### src/rtl/tpu_vadd_pkg.sv
// Shared types and constants for the BRAM vector-add engine.
package tpu_vadd_pkg;

   localparam int unsigned DEFAULT_ADDR_WIDTH = 13;
   localparam int unsigned DEFAULT_DATA_WIDTH = 32;
   localparam int unsigned MAX_READ_LATENCY   = 2;

   typedef enum logic [2:0] {
      StIdle,
      StRdA,
      StRdB,
      StWait,
      StWr,
      StDone
   } vadd_state_e;

endpackage

### src/rtl/vadd_alu.sv
// Combinational element adder; wraps by default, saturates (signed) when VADD_SAT_EN is defined.
// ovf_o flags signed two's-complement overflow of the raw sum.
module vadd_alu
   import tpu_vadd_pkg::*;
#(
   parameter int unsigned DATA_WIDTH = DEFAULT_DATA_WIDTH
) (
   input  logic [DATA_WIDTH-1:0] a_i,
   input  logic [DATA_WIDTH-1:0] b_i,
   output logic [DATA_WIDTH-1:0] sum_o,
   output logic                  ovf_o
);

   localparam int unsigned Msb = DATA_WIDTH - 1;

   logic [DATA_WIDTH-1:0] raw;

   always_comb begin
      raw   = a_i + b_i;
      ovf_o = (a_i[Msb] == b_i[Msb]) && (raw[Msb] != a_i[Msb]);
`ifdef VADD_SAT_EN
      if (ovf_o) begin
         // Clamp toward the sign of the operands.
         sum_o = a_i[Msb] ? {1'b1, {(DATA_WIDTH-1){1'b0}}} : {1'b0, {(DATA_WIDTH-1){1'b1}}};
      end else begin
         sum_o = raw;
      end
`else
      sum_o = raw;
`endif
   end

endmodule

### src/rtl/bram_vadd_engine.sv
// Port B master: reads A[i], B[i], writes C[i] = A[i] + B[i]; pulses done when finished.
// Optional VADD_SAT_EN build selects saturating add and exposes a sticky sat_flag.
module bram_vadd_engine
   import tpu_vadd_pkg::*;
#(
   parameter int unsigned ADDR_WIDTH   = DEFAULT_ADDR_WIDTH,
   parameter int unsigned DATA_WIDTH   = DEFAULT_DATA_WIDTH,
   parameter int unsigned READ_LATENCY = 1
) (
   input  logic                  clk,
   input  logic                  rst_n,
   input  logic                  start,
   input  logic [ADDR_WIDTH-1:0] src_a_addr,
   input  logic [ADDR_WIDTH-1:0] src_b_addr,
   input  logic [ADDR_WIDTH-1:0] dst_addr,
   input  logic [31:0]           len,
   output logic                  busy,
   output logic                  done,
   output logic [ADDR_WIDTH-1:0] comp_addr_b,
   output logic [DATA_WIDTH-1:0] comp_din_b,
   input  logic [DATA_WIDTH-1:0] comp_dout_b,
   output logic                  comp_en_b,
   output logic                  comp_we_b
`ifdef VADD_SAT_EN
   ,output logic                 sat_flag
`endif
);

   localparam int unsigned LatW = $clog2(MAX_READ_LATENCY);

   vadd_state_e             state_q, state_d;
   logic [ADDR_WIDTH-1:0]   ptr_a_q, ptr_a_d, ptr_b_q, ptr_b_d, ptr_c_q, ptr_c_d;
   logic [31:0]             len_q, len_d, elem_cnt_q, elem_cnt_d;
   logic [LatW-1:0]         lat_cnt_q, lat_cnt_d;
   logic [READ_LATENCY-1:0] tag_a_q, tag_a_d, tag_b_q, tag_b_d;
   logic [DATA_WIDTH-1:0]   a_q, a_d, sum_q, sum_d;
   logic [ADDR_WIDTH-1:0]   addr_q, addr_d;
   logic                    en_q, en_d, we_q, we_d, done_q, done_d, busy_q, busy_d;
   logic [DATA_WIDTH-1:0]   alu_sum;

`ifdef VADD_SAT_EN
   logic alu_ovf;
   logic sat_flag_q, sat_flag_d;
`else
   logic unused_alu_ovf;
`endif

   vadd_alu #(
      .DATA_WIDTH(DATA_WIDTH)
   ) u_alu (
      .a_i  (a_q),
      .b_i  (comp_dout_b),
      .sum_o(alu_sum),
`ifdef VADD_SAT_EN
      .ovf_o(alu_ovf)
`else
      .ovf_o(unused_alu_ovf)
`endif
   );

   always_comb begin
      state_d    = state_q;
      ptr_a_d    = ptr_a_q;
      ptr_b_d    = ptr_b_q;
      ptr_c_d    = ptr_c_q;
      len_d      = len_q;
      elem_cnt_d = elem_cnt_q;
      lat_cnt_d  = lat_cnt_q;
      a_d        = a_q;
      sum_d      = sum_q;
`ifdef VADD_SAT_EN
      sat_flag_d = sat_flag_q;
`endif

      // Read-return tags follow the issue cycle through a delay line matching the BRAM latency.
      tag_a_d    = '0;
      tag_b_d    = '0;
      tag_a_d[0] = (state_q == StRdA);
      tag_b_d[0] = (state_q == StRdB);
      for (int unsigned i = 1; i < READ_LATENCY; i++) begin
         tag_a_d[i] = tag_a_q[i-1];
         tag_b_d[i] = tag_b_q[i-1];
      end

      if (tag_a_q[READ_LATENCY-1]) begin
         a_d = comp_dout_b;
      end
      if (tag_b_q[READ_LATENCY-1]) begin
         sum_d = alu_sum;
`ifdef VADD_SAT_EN
         sat_flag_d = sat_flag_q | alu_ovf;
`endif
      end

      case (state_q)
         StIdle: begin
            if (start) begin
               ptr_a_d    = src_a_addr;
               ptr_b_d    = src_b_addr;
               ptr_c_d    = dst_addr;
               len_d      = len;
               elem_cnt_d = '0;
`ifdef VADD_SAT_EN
               sat_flag_d = 1'b0;
`endif
               state_d    = (len == 32'd0) ? StDone : StRdA;
            end
         end
         StRdA: state_d = StRdB;
         StRdB: begin
            lat_cnt_d = '0;
            state_d   = StWait;
         end
         StWait: begin
            if (lat_cnt_q == LatW'(READ_LATENCY - 1)) begin
               state_d = StWr;
            end else begin
               lat_cnt_d = lat_cnt_q + LatW'(1);
            end
         end
         StWr: begin
            ptr_a_d    = ptr_a_q + ADDR_WIDTH'(1);
            ptr_b_d    = ptr_b_q + ADDR_WIDTH'(1);
            ptr_c_d    = ptr_c_q + ADDR_WIDTH'(1);
            elem_cnt_d = elem_cnt_q + 32'd1;
            state_d    = (elem_cnt_q == len_q - 32'd1) ? StDone : StRdA;
         end
         StDone:  state_d = StIdle;
         default: state_d = StIdle;
      endcase

      // Outputs are decoded from the next state so the registered copies line up with state_q.
      en_d   = (state_d == StRdA) || (state_d == StRdB) || (state_d == StWr);
      we_d   = (state_d == StWr);
      done_d = (state_d == StDone);
      busy_d = (state_d != StIdle);
      case (state_d)
         StRdA:   addr_d = ptr_a_d;
         StRdB:   addr_d = ptr_b_d;
         StWr:    addr_d = ptr_c_d;
         default: addr_d = addr_q;
      endcase
   end

   always_ff @(posedge clk) begin
      if (!rst_n) begin
         state_q    <= StIdle;
         ptr_a_q    <= '0;
         ptr_b_q    <= '0;
         ptr_c_q    <= '0;
         len_q      <= '0;
         elem_cnt_q <= '0;
         lat_cnt_q  <= '0;
         tag_a_q    <= '0;
         tag_b_q    <= '0;
         a_q        <= '0;
         sum_q      <= '0;
         addr_q     <= '0;
         en_q       <= 1'b0;
         we_q       <= 1'b0;
         done_q     <= 1'b0;
         busy_q     <= 1'b0;
`ifdef VADD_SAT_EN
         sat_flag_q <= 1'b0;
`endif
      end else begin
         state_q    <= state_d;
         ptr_a_q    <= ptr_a_d;
         ptr_b_q    <= ptr_b_d;
         ptr_c_q    <= ptr_c_d;
         len_q      <= len_d;
         elem_cnt_q <= elem_cnt_d;
         lat_cnt_q  <= lat_cnt_d;
         tag_a_q    <= tag_a_d;
         tag_b_q    <= tag_b_d;
         a_q        <= a_d;
         sum_q      <= sum_d;
         addr_q     <= addr_d;
         en_q       <= en_d;
         we_q       <= we_d;
         done_q     <= done_d;
         busy_q     <= busy_d;
`ifdef VADD_SAT_EN
         sat_flag_q <= sat_flag_d;
`endif
      end
   end

   assign busy        = busy_q;
   assign done        = done_q;
   assign comp_addr_b = addr_q;
   assign comp_din_b  = sum_q;
   assign comp_en_b   = en_q;
   assign comp_we_b   = we_q;
`ifdef VADD_SAT_EN
   assign sat_flag    = sat_flag_q;
`endif

endmodule

### config.mk
export PLATFORM = sky130hd
export DESIGN_NAME = bram_vadd_engine
export DESIGN_NICKNAME = d
export VERILOG_FILES = /design/src/rtl/tpu_vadd_pkg.sv /design/src/rtl/vadd_alu.sv /design/src/rtl/bram_vadd_engine.sv
export SDC_FILE = /design/constraint.sdc
export NUM_CORES = 1
export LEC_CHECK = 0
export BUFFER_PORTS_ARGS = -buffer_cell sky130_fd_sc_hd__buf_2
export CAP_MARGIN = 20
export CORE_ASPECT_RATIO = 1.4
export CORE_UTILIZATION = 30
export DETAILED_ROUTE_END_ITERATION = 12
export REMOVE_ABC_BUFFERS = 1
export SYNTH_ARGS = -nofsm -noshare
export SYNTH_HDL_FRONTEND = slang
export SYNTH_SLANG_ARGS = --single-unit
### constraint.sdc
create_clock -name clk -period 4.2 [get_ports clk]
set_input_delay 0.21 -clock clk [delete_from_list [all_inputs] [get_ports clk]]
set_output_delay 0.21 -clock clk [all_outputs]
set_load 0.005 [all_outputs]
==> results of run 1 <==
==> state kept, by name (all words and copies together) (netlist names), 3 cells and up <==
name and count:
a_q 32, ptr_c_q 13, state_q 3, len_q 32, comp_addr_b 13, elem_cnt_q 32
comp_din_b 32, ptr_a_q 13, ptr_b_q 13
==> final cells by class <==
type,count,area (µm²)
Sequential cell,189,3790
Clock buffer,18,429
Timing Repair Buffer,178,953
Inverter,25,96.3
Antenna cell,4,10.0
Clock inverter,12,115
Tap cell,462,578
Multi-Input combinational cell,1104,6810
Fill cell,3817,23200
==> where the power goes <==
| part | switching, mW | internal (mW) |
|---|---|---|
| Clock | 0.763 | 0.818 |
| Combinational | 0.648 | 0.439 |
| Sequential | 0.139 | 1.92 |
==> final timing paths <==
path | startpoint | end | slack [ps] | cells past startpoint
max | len_q[0] | comp_addr_b[9] | 480 | 11
min | len[8] | len_q[8] | 20 | 3
min reg2reg | comp_din_b[17] | comp_din_b[17] | 490 | 2
max reg2reg | len_q[0] | comp_addr_b[9] | 480 | 11
==> what timing repair did <==
| item | CTS | global route |
|---|---|---|
| hold buffers | 1 | 0 |
| setup buffers | 0 | 0 |
| endpoints found under the hold margin | 1 | 0 |
| gates resized for setup | 0 | 0 |
==> worst max-delay path, delay by kind of cell (launching register included) <==
kind / cells / cell delay [ps]
AOI/OAI and AO/OA: 7 / 2030
adders and majority gates: 1 / 270
buffers and inverters: 1 / 80
DFF: 1 / 370
and+or+nand+nor: 2 / 860
==> cells by family (layout without fill, tap and decap cells) <==
logic type / count (synthesis) / in the layout
mux: 67 / 67
fa+ha+maj: 37 / 37
xor+xnor: 67 / 67
compound gates: 366 / 366
buf+inv: 109 / 233
flops: 189 / 189
other cells: 0 / 4
simple gates: 567 / 567
==> through the flow <==
| stage | setup WS, ps | instance area (µm²) | std cells | utilization [%] |
|---|---|---|---|---|
| after floorplan | -939 | 10700 | 1318 | - |
| after global placement | 571 | 12200 | 1957 | 33.9 |
| after detailed placement | 455 | 12200 | 1957 | 33.9 |
| after CTS | 430 | 12800 | 1988 | 35.5 |
| after global routing | 249 | 12800 | 1989 | 35.5 |
| final | 480 | 12800 | 1992 | 35.5 |
==> cell usage in the layout, fill, tap and decap left out, drive strengths merged, types with 27 or more instances in the layout <==
cell / n
dfxtp: 189
buf: 177
nor2: 169
nand2: 150
a21oi: 137
nand3: 66
o21ai: 66
mux2i: 62
xnor2: 40
nor3: 37
ha: 36
inv: 28
xor2: 27
==> per-layer routing <==
layer | GRT usage (%) | vias up
met1 | 21.7 | 5022
li1 | - | 5303
met4 | 5.87 | 10
met5 | 0 | -
met3 | 4.94 | 64
met2 | 33.1 | 280
==> synthesized netlist by cell type, types with 14 or more instances <==
cell                       instances  area share, %
sky130_fd_sc_hd__dfxtp_1         189             34
sky130_fd_sc_hd__nor2_1          169            5.8
sky130_fd_sc_hd__nand2_1         149            5.1
sky130_fd_sc_hd__a21oi_1         137            6.2
sky130_fd_sc_hd__clkbuf_1         66            2.2
sky130_fd_sc_hd__nand3_1          66            3.0
sky130_fd_sc_hd__o21ai_0          63            2.9
sky130_fd_sc_hd__mux2i_1          62            5.6
sky130_fd_sc_hd__xnor2_1          40            3.2
sky130_fd_sc_hd__nor3_1           37            1.7
sky130_fd_sc_hd__ha_1             36            4.1
sky130_fd_sc_hd__xor2_1           27            2.1
sky130_fd_sc_hd__and3_1           26            1.5
sky130_fd_sc_hd__inv_1            24           0.82
sky130_fd_sc_hd__nand4_1          21            1.2
sky130_fd_sc_hd__and2_1           19            1.1
sky130_fd_sc_hd__o22ai_1          18            1.0
sky130_fd_sc_hd__a211oi_1         17            1.2
sky130_fd_sc_hd__a31oi_1          17           0.97
sky130_fd_sc_hd__or3_1            15           0.85
sky130_fd_sc_hd__a21o_1           14           0.95
sky130_fd_sc_hd__or2_2            14           0.79
==> results.json, run 1 <==
{
  "fin_tns_setup_ps": 0,
  "core_area_um2": 36000,
  "finalHoldViolations": 0,
  "clkSlewWorstSetupHoldPaths_ps": 80,
  "timing.hold.worst.class": "input pin to flip-flop",
  "critical-path-top-cell-by-count": "sky130_fd_sc_hd__a2111oi_2",
  "dr.pass1.iters": 5,
  "numPortBuffers": 154,
  "dr_wl_met3_um": 2380,
  "grt_antenna_before_repair": 9,
  "gp_congestion": 0.901,
  "synth_seq_area_share_pct": 34.3,
  "dp_hpwl_um": 25900,
  "io_pins": 155,
  "viasPerCell": 5.36,
  "number_of_nets_still_failing_antenna_checks_after_routing": 0,
  "first_iter_violations": 573,
  "synth_area_um2": 11000,
  "clk-insertion-delay-late_ps": 440,
  "final.min_clock_period_ps": 3720,
  "tightestPinTransition_ps": 1100,
  "rsz0062_at_grt": "false",
  "route.detailed.drc": 0,
  "routedLengthMet1_um": 14400,
  "synth-compound-area-share_pct": 21.4,
  "cts-htree-levels": 4,
  "routed.top_layer": "met5",
  "count_of_flip_flops_with_a_built_in_enable_after_synthesis": 0,
  "synth-xor-area-share_pct": 5.32,
  "initial_utilization_pct": 30.6,
  "muxShareOfSynthArea_pct": 6.14,
  "slowest_stage_delay_cp_ps": 490,
  "end_kind": "flip-flop",
  "area_added_between_synthesis_and_finish_pct": 16.0,
  "design_power_total_mw": 4.72,
  "drt-total-wl_um": 35000,
  "cap_violations": 0,
  "slowest_stage": "sky130_fd_sc_hd__or4b_4",
  "rows": 82,
  "start_kind": "flip-flop",
  "achievable_freq_ghz": 0.269,
  "die-area_um2": 37500,
  "timing.critical_path.required_ps": 4530,
  "die_height_um": 229,
  "largest_net_degree_at_the_start_of_global_routing": 51,
  "worst_clock_skew_ps": 17.4,
  "peakVddDrop_uv": 249,
  "final_layout_size_suffix_gt1_share_pct": 16.6,
  "cts_buffers": 17,
  "track_usage_pct": 18.8,
  "worstPathArrival_ps": 4050,
  "route.detailed.wl_per_inst_um": 17.6,
  "tritoncts": "done",
  "die_w_um": 164,
  "detailroute.via_count": 10700,
  "power_per_cell_area_nw_per_um2": 369,
  "synth-simple-area-share_pct": 24.6,
  "grt_remaining_overflow": 0,
  "first_pass_grt_wire_length_um": 55200,
  "clock_tree.root_cell": "sky130_fd_sc_hd__clkbuf_16",
  "p_leak_nw": 5.08,
  "synth_top_family_by_area": "simple AND/OR/NAND/NOR gates",
  "synth_cells": 1402,
  "tritoncts_num_sinks": 189,
  "min_period_over_period_pct": 88.6,
  "async_reset_ff_share_pct": 0,
  "number_of_global_route_vias_before_repair": 10400,
  "setup.worst_path.class": "flip-flop to flip-flop",
  "yosys_warnings": 0,
  "yosys_register_bits": 189,
  "status": "complete, no violations",
  "ctsLongestPathBuffers": 2,
  "worst-path-max-fanout": 10,
  "synth.lib_cells_used.distinct": 82,
  "final.hold.worst_slack_ps": 17.9,
  "synth_ff_type": "sky130_fd_sc_hd__dfxtp_1",
  "setup_viol": 0,
  "slew_headroom_pct": 26.6,
  "nNetsFinal": 1658,
  "timing.final.max_slew_violations": 0,
  "adder_and_majority_gate_portion_of_the_synthesized_area_pct": 4.27,
  "syn-mean-instance-area_um2": 7.86,
  "route.met2.wl_um": 17300,
  "worst_path_cell_chain": "inv_1 -> ha_1 -> or4b_4 -> or3_1 -> a2111oi_2 -> o2111ai_1 -> a2111oi_2 -> o2111a_2 -> a21bo_1 -> o21ai_4 -> o221a_1"
}
(Power assumes the default switching activity.)
==> run 2: changes to the inputs <==
Settings changed: ABC_AREA set to 1, CORE_ASPECT_RATIO 1.4 to 2.
==> results.json, run 2 <==
{
  "min_period_over_period_pct": 71.8,
  "die-area_um2": 39600,
  "tritoncts_num_sinks": 189,
  "clock_tree.root_cell": "sky130_fd_sc_hd__clkbuf_16",
  "worst-path-max-fanout": 20,
  "critical-path-top-cell-by-count": "sky130_fd_sc_hd__nor2_1",
  "clkSlewWorstSetupHoldPaths_ps": 80,
  "post_cts_resize_count": 0,
  "placed_cells_incl_taps": 2346,
  "synth_area_um2": 11600,
  "core_area_um2": 38000,
  "count_of_flip_flops_with_a_built_in_enable_after_synthesis": 0,
  "die_w_um": 141,
  "ctsLongestPathBuffers": 2,
  "power.net_switching_mw": 1.90,
  "async_reset_ff_share_pct": 0,
  "timing.hold.worst.class": "input pin to flip-flop",
  "synth_top_area_cell": "sky130_fd_sc_hd__dfxtp_1",
  "power.share.switching_pct": 36.3,
  "slowest_stage": "sky130_fd_sc_hd__dfxtp_1",
  "synth_cells": 1727,
  "design_power_total_mw": 5.25,
  "cts-htree-levels": 4,
  "first_iter_violations": 419,
  "synth.most_common_cell": "sky130_fd_sc_hd__nor2_1",
  "syn-mean-instance-area_um2": 6.74,
  "start_kind": "flip-flop",
  "netlist.area_leader.share_pct": 32.5,
  "cp.buffers_inverters": 2,
  "area_added_between_synthesis_and_finish_pct": 18.9,
  "timing.critical_path.required_ps": 4590,
  "worstPathArrival_ps": 3410,
  "top_cells_by_area_in_the_synthesized_netlist": "sky130_fd_sc_hd__dfxtp_1 (33%), sky130_fd_sc_hd__nor2_1 (9.9%), sky130_fd_sc_hd__nand2_1 (8.9%), sky130_fd_sc_hd__o21ai_0 (6.5%), sky130_fd_sc_hd__inv_1 (6.1%)",
  "track_usage_pct": 21.6,
  "clk-insertion-delay-late_ps": 460,
  "fin_tns_setup_ps": 0,
  "nNetsFinal": 2027,
  "end_kind": "flip-flop",
  "post_cts_buffers": 0,
  "dr.pass1.iters": 5,
  "viasPerCell": 4.97,
  "rsz0062_at_grt": "false",
  "tightestPinTransition_ps": 822,
  "finalWorstSetupSlack_ps": 1180,
  "dpl_worst_slack_ps": 1230,
  "internal_power_mw": 3.34,
  "route.detailed.wl_per_inst_um": 17.5,
  "layout.cells.most_common": "sky130_fd_sc_hd__nor2_1",
  "synth_ff_type": "sky130_fd_sc_hd__dfxtp_1",
  "yosys_warnings": 0,
  "r2r_setup_slk_ps": 1180,
  "slowest_stage_delay_cp_ps": 420,
  "synthTopCellsByCount": "sky130_fd_sc_hd__nor2_1 (307), sky130_fd_sc_hd__nand2_1 (277), sky130_fd_sc_hd__dfxtp_1 (189), sky130_fd_sc_hd__inv_1 (189), sky130_fd_sc_hd__o21ai_0 (150)",
  "io_pins": 155,
  "seqPwrFrac_pct": 39.7,
  "number_of_global_route_vias_before_repair": 12000,
  "tritoncts": "done",
  "achievable_freq_ghz": 0.331,
  "post-route-util_pct": 36.4,
  "status": "complete, no violations",
  "rows": 101,
  "first_pass_grt_wire_length_um": 64000,
  "path_delay_family": "simple AND/OR/NAND/NOR gates",
  "worst_clock_skew_ps": 12.4,
  "finalHoldViolations": 0,
  "number_of_nets_still_failing_antenna_checks_after_routing": 0,
  "slew_headroom_pct": 45.2,
  "cts_buffers": 17,
  "setup.worst_path.class": "flip-flop to flip-flop",
  "worst_path_cell_chain": "nor2_4 -> inv_4 -> nor2_8 -> buf_4 -> nand3_1 -> nor2_1 -> nand3_1 -> nor2_1 -> nand3_2 -> nand4_4 -> nand2_4 -> nand2_1 -> nand2_1 -> nor2_1",
  "logic_pwr_share_pct": 27.6,
  "yosys_register_bits": 189,
  "dp_hpwl_um": 32900,
  "grt_remaining_overflow": 0,
  "peakVddDrop_uv": 296,
  "setup_viol": 0,
  "timing.final.max_slew_violations": 0,
  "synth.lib_cells_used.distinct": 56,
  "post_layout_nonfiller_instances": 2413,
  "p_leak_nw": 6.16,
  "initial_utilization_pct": 30.6,
  "power_per_cell_area_nw_per_um2": 379,
  "gp_congestion": 1.07,
  "number_of_fillers_in_the_final_layout": 4068,
  "numPortBuffers": 154,
  "final.min_clock_period_ps": 3020,
  "synth_seq_area_share_pct": 32.5,
  "cap_violations": 0,
  "most-common-layout-cells": "sky130_fd_sc_hd__nor2_1 (307), sky130_fd_sc_hd__nand2_1 (277), sky130_fd_sc_hd__inv_1 (189), sky130_fd_sc_hd__dfxtp_1 (189), sky130_fd_sc_hd__buf_2 (154)",
  "die_height_um": 281,
  "route.detailed.drc": 0,
  "grt_antenna_before_repair": 5,
  "final_layout_size_suffix_gt1_share_pct": 14.4,
  "drt-total-wl_um": 42300,
  "largest_net_degree_at_the_start_of_global_routing": 64,
  "detailroute.via_count": 12000,
  "pwr-share-clk_pct": 32.7
}
## run 2: cell count changes in the layout (fill, tap and decap cells not counted), moves of 15 or more
cell | before | now
sky130_fd_sc_hd__a21oi_1 | 137 | 114
sky130_fd_sc_hd__a31oi_1 | 17 | 2
sky130_fd_sc_hd__and2_1 | 19 | 1
sky130_fd_sc_hd__and3_1 | 26 | 1
sky130_fd_sc_hd__dlygate4sd3_1 | 1 | 33
sky130_fd_sc_hd__inv_1 | 24 | 189
sky130_fd_sc_hd__mux2i_1 | 62 | 1
sky130_fd_sc_hd__nand2_1 | 149 | 277
sky130_fd_sc_hd__nor2_1 | 167 | 307
sky130_fd_sc_hd__nor2_2 | 2 | 18
sky130_fd_sc_hd__o21ai_0 | 63 | 150
sky130_fd_sc_hd__o21bai_1 | 1 | 17
sky130_fd_sc_hd__or3_1 | 15 | 0
sky130_fd_sc_hd__xor2_1 | 27 | 45
## run 2: metrics by stage
| stage | area (µm²) | hold slack (ps) |
|---|---|---|
| 2_1_floorplan | 11400 | 308 |
| 4_1_cts | 13800 | 0.253 |
| 5_1_grt | 13800 | 25.4 |
| 6_report | 13800 | 21.4 |
| 3_5_place_dp | 12900 | 459 |
| 3_3_place_gp | 12900 | 447 |
## run 2: routing by layer
layer | wire (µm) | vias to the layer above | track usage (%)
met4 | 3260 | 10 | 17.0
li1 | - | 6023 | -
met1 | 13800 | 5492 | 18.0
met2 | 23500 | 336 | 43.0
met5 | 66 | - | 0
met3 | 1750 | 137 | 4.20
## run 2: tightest hold or removal path, cell delays in order
cell and delay (ps):
sky130_fd_sc_hd__buf_2 110, sky130_fd_sc_hd__nor2_1 50, sky130_fd_sc_hd__nor2_1 80
## run 2: cell families after synthesis
family / after synthesis / synth area share, %
compound gates: 376 / 18.8
xor+xnor: 74 / 5.57
fa+ha+maj: 37 / 4.04
buf+inv: 261 / 8.70
flops: 189 / 32.5
mux: 1 / 0.0860
simple gates: 789 / 30.3
## run 2: cell type report
class,instances,area [µm²],area share [%]
sequential,189,3780,27.4
inverter,200,753,5.45
multi-input combinational,1277,6840,49.5
timing repair buffer,199,1210,8.76
tap,515,644,4.66
clock buffer,18,439,3.18
clock inverter,14,158,1.14
antenna,1,2.50,0.0181
## run 2: what timing repair did
item	4_1_cts	5_1_grt
hold endpoints to repair	33	0
hold buffers	33	0
setup endpoints to repair	0	0
## run 2: power groups by stage
| stage | registers (mW) | clock network, mW | logic [mW] |
|---|---|---|---|
| floorplan | 2.10 | 0 | 0.924 |
| global placement | 2.12 | 0 | 1.40 |
| detailed placement | 2.12 | 0 | 1.41 |
| CTS | 2.08 | 1.77 | 1.44 |
| global route | 2.10 | 1.83 | 1.61 |
| finish | 2.08 | 1.72 | 1.45 |
## run 2: final timing paths
path,start,to,depth (start not counted)
min,comp_dout_b[7],a_q[7],3
max,state_q[0],comp_addr_b[3],14
min reg2reg,comp_din_b[15],comp_din_b[15],2
max reg2reg,state_q[0],comp_addr_b[3],14
